**config.mk**
```make
export PLATFORM = sky130hd
export DESIGN_NAME = slot_config_ctrl
export DESIGN_NICKNAME = d
export VERILOG_FILES = /design/src/rtl/slot_config_ctrl.sv
export SDC_FILE = /design/constraint.sdc
export NUM_CORES = 1
export LEC_CHECK = 0
export ABC_CLOCK_PERIOD_IN_PS = 2070
export CORE_MARGIN = 3
export CORE_UTILIZATION = 40
export CTS_BUF_LIST = sky130_fd_sc_hd__clkbuf_4
export DETAILED_ROUTE_END_ITERATION = 16
export GPL_TIMING_DRIVEN = 0
export PLACE_DENSITY = 0.75
export SLEW_MARGIN = 20
export SYNTH_ARGS = -nofsm -noshare
export SYNTH_HDL_FRONTEND = slang
export SYNTH_SLANG_ARGS = --single-unit
```
**constraint.sdc**
```tcl
create_clock -name clk_logic -period 2.07 [get_ports clk_logic]
set_input_delay 0.414 -clock clk_logic [delete_from_list [all_inputs] [get_ports clk_logic]]
set_output_delay 0.414 -clock clk_logic [all_outputs]
set_load 0.01 [all_outputs]
```
**src/rtl/slot_config_ctrl.sv**
```systemverilog
// -----------------------------------------------------------------------------
// slot_config_ctrl
//
// Gives Apple II software a 4-byte register window for the slotmaker
// configuration port. Through this window, 6502 code can:
//   - select a virtual slot,
//   - read back the card ID cached for that slot,
//   - after a two-byte unlock sequence, assign a new card ID to the slot.
//
// Register map (byte offsets from REG_BASE):
//   +0 KEY     (W)   unlock sequence byte
//   +1 SLOT    (R/W) bits[2:0] select the slot; bits[7:3] read as 0
//   +2 CARD    (R)   cached ID of SLOT
//              (W)   request that SLOT be assigned this ID
//   +3 STATUS  (R)   b0 unlocked, b1 busy, b2 reject (sticky), b3 overrun (sticky)
//              (W)   any write clears b2 and b3
//
// Ports:
//   clk_logic       logic clock; all state lives in this domain
//   system_reset_n  asynchronous, active-low reset (released synchronously inside)
//   phi0, m2sel_n   A2 bus phase 0 and M2SEL (active low)
//   addr, rw_n      A2 bus address and direction (1 = 6502 read)
//   data_i          A2 bus write data
//   data_o          registered read data for the bus mux
//   rd_en           high while this block owns a read on the bus
//   cfg_slot        slotmaker configuration slot index
//   cfg_wr          one-clock write strobe to slotmaker
//   cfg_card_i      card ID written to slotmaker
//   cfg_card_o      card ID read back from slotmaker, valid 1 clk after cfg_slot
//
// Bus write handshake:
//   While phi0 is high, the address, direction, data and hit flag are sampled on
//   every clock. On the first clock with phi0 low after phi0 was high, the last
//   sample is committed, provided it was a write that hit this window. The
//   result is exactly one commit per bus cycle.
// -----------------------------------------------------------------------------
module slot_config_ctrl #(
  parameter logic [15:0] REG_BASE = 16'hC0F0,
  parameter logic [7:0]  KEY0     = 8'hA2,
  parameter logic [7:0]  KEY1     = 8'h5A
) (
  input  logic        clk_logic,
  input  logic        system_reset_n,
  input  logic        phi0,
  input  logic        m2sel_n,
  input  logic [15:0] addr,
  input  logic        rw_n,
  input  logic [7:0]  data_i,
  output logic [7:0]  data_o,
  output logic        rd_en,
  output logic [2:0]  cfg_slot,
  output logic        cfg_wr,
  output logic [7:0]  cfg_card_i,
  input  logic [7:0]  cfg_card_o
);

  typedef enum logic [1:0] {ST_IDLE, ST_FETCH, ST_LATCH, ST_WRITE} state_t;

  localparam logic [1:0] REG_KEY    = 2'd0;
  localparam logic [1:0] REG_SLOT   = 2'd1;
  localparam logic [1:0] REG_CARD   = 2'd2;
  localparam logic [1:0] REG_STATUS = 2'd3;

  // Reset synchronizer: assertion is asynchronous, release is aligned to the clock.
  logic rst_meta_q, rst_n_q;
  always_ff @(posedge clk_logic or negedge system_reset_n) begin
    if (!system_reset_n) begin
      rst_meta_q <= 1'b0;
      rst_n_q    <= 1'b0;
    end else begin
      rst_meta_q <= 1'b1;
      rst_n_q    <= rst_meta_q;
    end
  end

  // Bus decode and sampling
  logic       hit;
  logic       phi0_q, s_hit_q, s_rw_n_q;
  logic [1:0] s_reg_q;
  logic [7:0] s_data_q;
  logic       commit;

  assign hit    = phi0 & ~m2sel_n & (addr[15:2] == REG_BASE[15:2]);
  assign rd_en  = hit & rw_n;
  assign commit = ~phi0 & phi0_q & s_hit_q & ~s_rw_n_q;

  always_ff @(posedge clk_logic or negedge rst_n_q) begin
    if (!rst_n_q) begin
      phi0_q   <= 1'b0;
      s_hit_q  <= 1'b0;
      s_rw_n_q <= 1'b1;
      s_reg_q  <= 2'd0;
      s_data_q <= 8'd0;
    end else begin
      phi0_q <= phi0;
      if (phi0) begin
        s_hit_q  <= hit;
        s_rw_n_q <= rw_n;
        s_reg_q  <= addr[1:0];
        s_data_q <= data_i;
      end
    end
  end

  // Architectural state
  state_t     state_q, state_d;
  logic [2:0] slot_q, slot_d;
  logic       unlocked_q, unlocked_d;
  logic       key0_seen_q, key0_seen_d;
  logic       reject_q, reject_d;
  logic       overrun_q, overrun_d;
  logic       pend_valid_q, pend_valid_d;
  logic       pend_wr_q, pend_wr_d;
  logic [7:0] pend_data_q, pend_data_d;
  logic [7:0] cache_q, cache_d;
  logic [2:0] cfg_slot_q, cfg_slot_d;
  logic       cfg_wr_q, cfg_wr_d;
  logic [7:0] cfg_card_i_q, cfg_card_i_d;
  logic [7:0] data_o_q, data_o_d;

  logic       busy, card_ok, req, req_wr;
  logic       launch, launch_wr;
  logic [7:0] launch_data;
  logic [7:0] status;

  assign busy    = (state_q != ST_IDLE);
  assign card_ok = unlocked_q & (slot_q != 3'd0);
  // Commits that need a slotmaker transaction: any SLOT write, or an accepted CARD write.
  assign req     = commit & ((s_reg_q == REG_SLOT) | ((s_reg_q == REG_CARD) & card_ok));
  assign req_wr  = (s_reg_q == REG_CARD);
  assign status  = {4'b0000, overrun_q, reject_q, busy, unlocked_q};

  always_comb begin
    slot_d      = slot_q;
    unlocked_d  = unlocked_q;
    key0_seen_d = key0_seen_q;
    reject_d    = reject_q;
    overrun_d   = overrun_q;
    if (commit) begin
      case (s_reg_q)
        REG_KEY: begin
          if (s_data_q == KEY0) begin
            key0_seen_d = 1'b1;
          end else if ((s_data_q == KEY1) && key0_seen_q) begin
            unlocked_d  = 1'b1;
            key0_seen_d = 1'b0;
          end else begin
            unlocked_d  = 1'b0;
            key0_seen_d = 1'b0;
          end
        end
        REG_SLOT:   slot_d = s_data_q[2:0];
        REG_CARD:   if (!card_ok) reject_d = 1'b1;
        default: begin
          reject_d  = 1'b0;
          overrun_d = 1'b0;
        end
      endcase
    end
    // The single pending entry stays occupied through the clock it launches in.
    if (req && pend_valid_q) overrun_d = 1'b1;
  end

  always_comb begin
    state_d      = state_q;
    pend_valid_d = pend_valid_q;
    pend_wr_d    = pend_wr_q;
    pend_data_d  = pend_data_q;
    cache_d      = cache_q;
    cfg_slot_d   = cfg_slot_q;
    cfg_wr_d     = 1'b0;
    cfg_card_i_d = cfg_card_i_q;
    launch       = 1'b0;
    launch_wr    = 1'b0;
    launch_data  = 8'd0;
    case (state_q)
      ST_IDLE: begin
        if (pend_valid_q) begin
          launch       = 1'b1;
          launch_wr    = pend_wr_q;
          launch_data  = pend_data_q;
          pend_valid_d = 1'b0;
        end else if (req) begin
          launch      = 1'b1;
          launch_wr   = req_wr;
          launch_data = s_data_q;
        end
      end
      ST_WRITE: state_d = ST_FETCH;
      ST_FETCH: state_d = ST_LATCH;
      default: begin
        cache_d = cfg_card_o;
        state_d = ST_IDLE;
      end
    endcase
    // A request that could not launch is parked when the buffer is free.
    if (req && busy && !pend_valid_q) begin
      pend_valid_d = 1'b1;
      pend_wr_d    = req_wr;
      pend_data_d  = s_data_q;
    end
    if (launch) begin
      // slot_d so a SLOT commit in this same clock selects the new slot.
      cfg_slot_d = slot_d;
      if (launch_wr) begin
        state_d      = ST_WRITE;
        cfg_wr_d     = 1'b1;
        cfg_card_i_d = launch_data;
      end else begin
        state_d = ST_FETCH;
      end
    end
  end

  always_comb begin
    case (addr[1:0])
      REG_SLOT:   data_o_d = {5'b00000, slot_q};
      REG_CARD:   data_o_d = cache_q;
      REG_STATUS: data_o_d = status;
      default:    data_o_d = 8'd0;
    endcase
  end

  // Reset lands in FETCH so the cache is filled for slot 0 right after release.
  always_ff @(posedge clk_logic or negedge rst_n_q) begin
    if (!rst_n_q) begin
      state_q      <= ST_FETCH;
      slot_q       <= 3'd0;
      unlocked_q   <= 1'b0;
      key0_seen_q  <= 1'b0;
      reject_q     <= 1'b0;
      overrun_q    <= 1'b0;
      pend_valid_q <= 1'b0;
      pend_wr_q    <= 1'b0;
      pend_data_q  <= 8'd0;
      cache_q      <= 8'd0;
      cfg_slot_q   <= 3'd0;
      cfg_wr_q     <= 1'b0;
      cfg_card_i_q <= 8'd0;
      data_o_q     <= 8'd0;
    end else begin
      state_q      <= state_d;
      slot_q       <= slot_d;
      unlocked_q   <= unlocked_d;
      key0_seen_q  <= key0_seen_d;
      reject_q     <= reject_d;
      overrun_q    <= overrun_d;
      pend_valid_q <= pend_valid_d;
      pend_wr_q    <= pend_wr_d;
      pend_data_q  <= pend_data_d;
      cache_q      <= cache_d;
      cfg_slot_q   <= cfg_slot_d;
      cfg_wr_q     <= cfg_wr_d;
      cfg_card_i_q <= cfg_card_i_d;
      data_o_q     <= data_o_d;
    end
  end

  assign data_o     = data_o_q;
  assign cfg_slot   = cfg_slot_q;
  assign cfg_wr     = cfg_wr_q;
  assign cfg_card_i = cfg_card_i_q;

endmodule

```
==> results.yml <==
clock_network:
  htreeDepth: 3
  clkLatencyLatePin_ns: 0.41
  clk_transition_reported_paths_ns: 0.10
  clk_path_buf_depth: 2
  clkSinkCount: 62
  cts.root.buffer_cell: "sky130_fd_sc_hd__clkbuf_4"
  cts_tree: "done"
  cts-buffers-inserted: 9
min_path:
  holdCritPathClass: "in2async"
layout:
  mostFrequentLayoutCell: "sky130_fd_sc_hd__dfrtp_1"
  finalNetCount: 299
  number_of_inserted_diodes: 0
  nFillCells: 524
  finalNonFillerCells: 342
  finalCoreUtilization: 0.568
  ratio_of_cells_with_drive_above_1_in_the_final_layout: 0.322
  mostFrequentLayoutCells: "sky130_fd_sc_hd__dfrtp_1, sky130_fd_sc_hd__clkdlybuf4s50_1, sky130_fd_sc_hd__mux2_2"
  area.growth.synth_to_final_pct: 33.0
route:
  drcViolationCount: 0
  wl_per_cell_um: 15.0
  detailedRoute.firstIterationViolations: 86
  detailedRoute.firstPassIterationCount: 4
  ant_nets: 0
  detail_routed_via_count_per_cell: 5.13
  routed_wl_um: 5130
  vias: 1753
sta:
  worstMarginPinSlew_ns: 0.657
  fin_worst_skew_ns: 0.0130
  final_min_period_over_clock_period: 0.960
  max_freq_ghz: 0.503
  setup_viol_count_final: 0
  timing.max_slew.rel_slack: 0.562
  timing.final.max_slew_violations: 0
  setup_total_negative_slack_ns: 0
  period_needed_ns: 1.99
  final_report_hold_violation_count: 0
  rsz0062_at_grt: "no"
outcome:
  status: "finished, final reports clean"
logic_synthesis:
  synth_edf_count: 0
  synth-async-reset-ratio: 1.00
  syn_area_per_cell_um2: 13.7
  synth.cell_area_mm2: 0.00262
  mappedNetlistNets: 228
  synth-seq-area-share: 0.594
  yosysUniqueCellTypes: 37
  ys.flop_type: "sky130_fd_sc_hd__dfrtp_1"
  synth_warnings: 0
  synth-seq-cells: 62
  synthCells: 191
setup_path:
  critical_path.startpoint_type: "register"
  critical_path_peak_fanout: 9
  setup.reg_to_reg.worst_slack_ns: 0.08
  critical_path.endpoint_type: "register"
  critPathKind: "reg2reg"
  critPathArrivalTime_ns: 2.29
  timing.critical_path.required_ns: 2.37
global_route:
  grt_first_pass_wirelength_um: 8390
  grt_pass1_vias: 1805
  grt_max_degree: 34
  grt_antenna_before_repair: 0
  global_route.usage.total: 0.148
  total_overflow_reported_by_the_global_router: 0
place:
  routabilityCongestion: 0.778
  place.detailed.instances: 324
  portBuffers: 57
  place.detailed.hpwl_um: 3590
pwr:
  powerDensity_mw_per_mm2: 666
  vdd_ir_drop_max_uv: 390
  p_leak_nw: 1.56
die:
  floorplan.rows: 28
  die_width_um: 86.9
  die_h_um: 86.9
  design.die.area_mm2: 0.00755
  design.portCount: 58
  floorplan.initialDensity: 0.427
  placeableCoreArea_mm2: 0.00613
job:
  max_cap_violations: 0
## timing repair
| item | in CTS | in global routing |
|---|---|---|
| hold buffers | 0 | 0 |
| setup endpoints to repair | 12 | 12 |
| resized for setup | 5 | 5 |
| pin swaps | 1 | 3 |
| setup buffers | 1 | 2 |
## synth_stat cells (2+ instances only)
| master | instances | share of area |
|---|---|---|
| sky130_fd_sc_hd__dfrtp_1 | 60 | 0.57 |
| sky130_fd_sc_hd__mux2_2 | 52 | 0.22 |
| sky130_fd_sc_hd__nand2_1 | 7 | 0.010 |
| sky130_fd_sc_hd__inv_1 | 6 | 0.0086 |
| sky130_fd_sc_hd__nand3_1 | 6 | 0.011 |
| sky130_fd_sc_hd__nor2_1 | 6 | 0.0086 |
| sky130_fd_sc_hd__and3_1 | 5 | 0.012 |
| sky130_fd_sc_hd__and2_1 | 4 | 0.0096 |
| sky130_fd_sc_hd__a22o_1 | 3 | 0.010 |
| sky130_fd_sc_hd__a31oi_1 | 3 | 0.0072 |
| sky130_fd_sc_hd__mux2i_1 | 3 | 0.011 |
| sky130_fd_sc_hd__nor2b_1 | 3 | 0.0072 |
| sky130_fd_sc_hd__nor4b_1 | 3 | 0.010 |
| sky130_fd_sc_hd__o21ai_0 | 3 | 0.0057 |
| sky130_fd_sc_hd__a21oi_1 | 2 | 0.0038 |
| sky130_fd_sc_hd__buf_2 | 2 | 0.0038 |
| sky130_fd_sc_hd__dfstp_2 | 2 | 0.020 |
| sky130_fd_sc_hd__nand3b_1 | 2 | 0.0057 |
## routing by layer
| layer | global-route usage | share of wire |
|---|---|---|
| met5 | 0 | 0 |
| met4 | 0.0637 | 0.017 |
| met3 | 0.0577 | 0.067 |
| met2 | 0.231 | 0.47 |
| met1 | 0.184 | 0.45 |
## where the power goes
part,total (mW),leakage (nW),internal [mW],switching [mW]
registers,1.31,0.785,1.26,0.0498
clock network,0.794,0.0750,0.368,0.426
logic,0.216,0.703,0.144,0.0716
## final timing paths
path,cells past startpoint,to,from
setup / recovery,5,cfg_card_i[2],s_reg_q[0]
hold / removal,1,rst_n_q,system_reset_n
setup reg to reg,5,cfg_card_i[2],s_reg_q[0]
hold reg to reg,0,cache_q[1],rst_n_q
max in group asynchronous,1,s_data_q[7],rst_n_q
min in group clk_logic,0,rst_n_q,rst_meta_q
## flip-flops by register name (all words and copies together) (netlist names), 2 cells and up
signal,cells
s_data_q,8
slot_q,3
cfg_slot,3
data_o,8
s_reg_q,2
state_q,2
cache_q,8
cfg_card_i,8
pend_data_q,8
## cell families (layout without fill, tap and decap cells)
| kind of cell | after synthesis | after routing | synth area share |
|---|---|---|---|
| flops | 62 | 62 | 0.594 |
| other cells | 1 | 1 | 0.00143 |
| compound gates | 14 | 14 | 0.0402 |
| simple gates | 48 | 48 | 0.112 |
| mux | 55 | 55 | 0.235 |
| buf+inv | 11 | 87 | 0.0172 |
## stage by stage
step | power [mW] | cell area [um2] | setup slack (ns) | hold slack, ns
2_1_floorplan | 1.42 | 2620 | 0.133 | 0.118
5_1_grt | 2.41 | 3480 | 0.00655 | 0.128
3_3_place_gp | 1.53 | 3280 | -0.593 | 0.336
4_1_cts | 2.34 | 3470 | 0.0146 | 0.136
3_5_place_dp | 1.55 | 3310 | -0.603 | 0.258
6_report | 2.32 | 3480 | 0.0837 | 0.155
## area by class of cell
type                            instances  area, um2  area share
Inverter                                6       22.5     0.00647
Timing Repair Buffer                   61        619       0.178
Clock buffer                           10       75.1      0.0216
Buffer                                  4       17.5     0.00503
Clock inverter                          6       52.6      0.0151
Tap cell                               75       93.8      0.0269
Multi-Input combinational cell        118       1040       0.299
Sequential cell                        62       1560       0.448
## critical path, stage by stage, from the launching register on
cell	delay, ns
sky130_fd_sc_hd__dfrtp_2	0.47
sky130_fd_sc_hd__nand3b_1	0.23
sky130_fd_sc_hd__or4b_4	0.53
sky130_fd_sc_hd__a21boi_4	0.17
sky130_fd_sc_hd__buf_12	0.15
sky130_fd_sc_hd__mux2_2	0.33
Power figures use the tool's default switching activity.
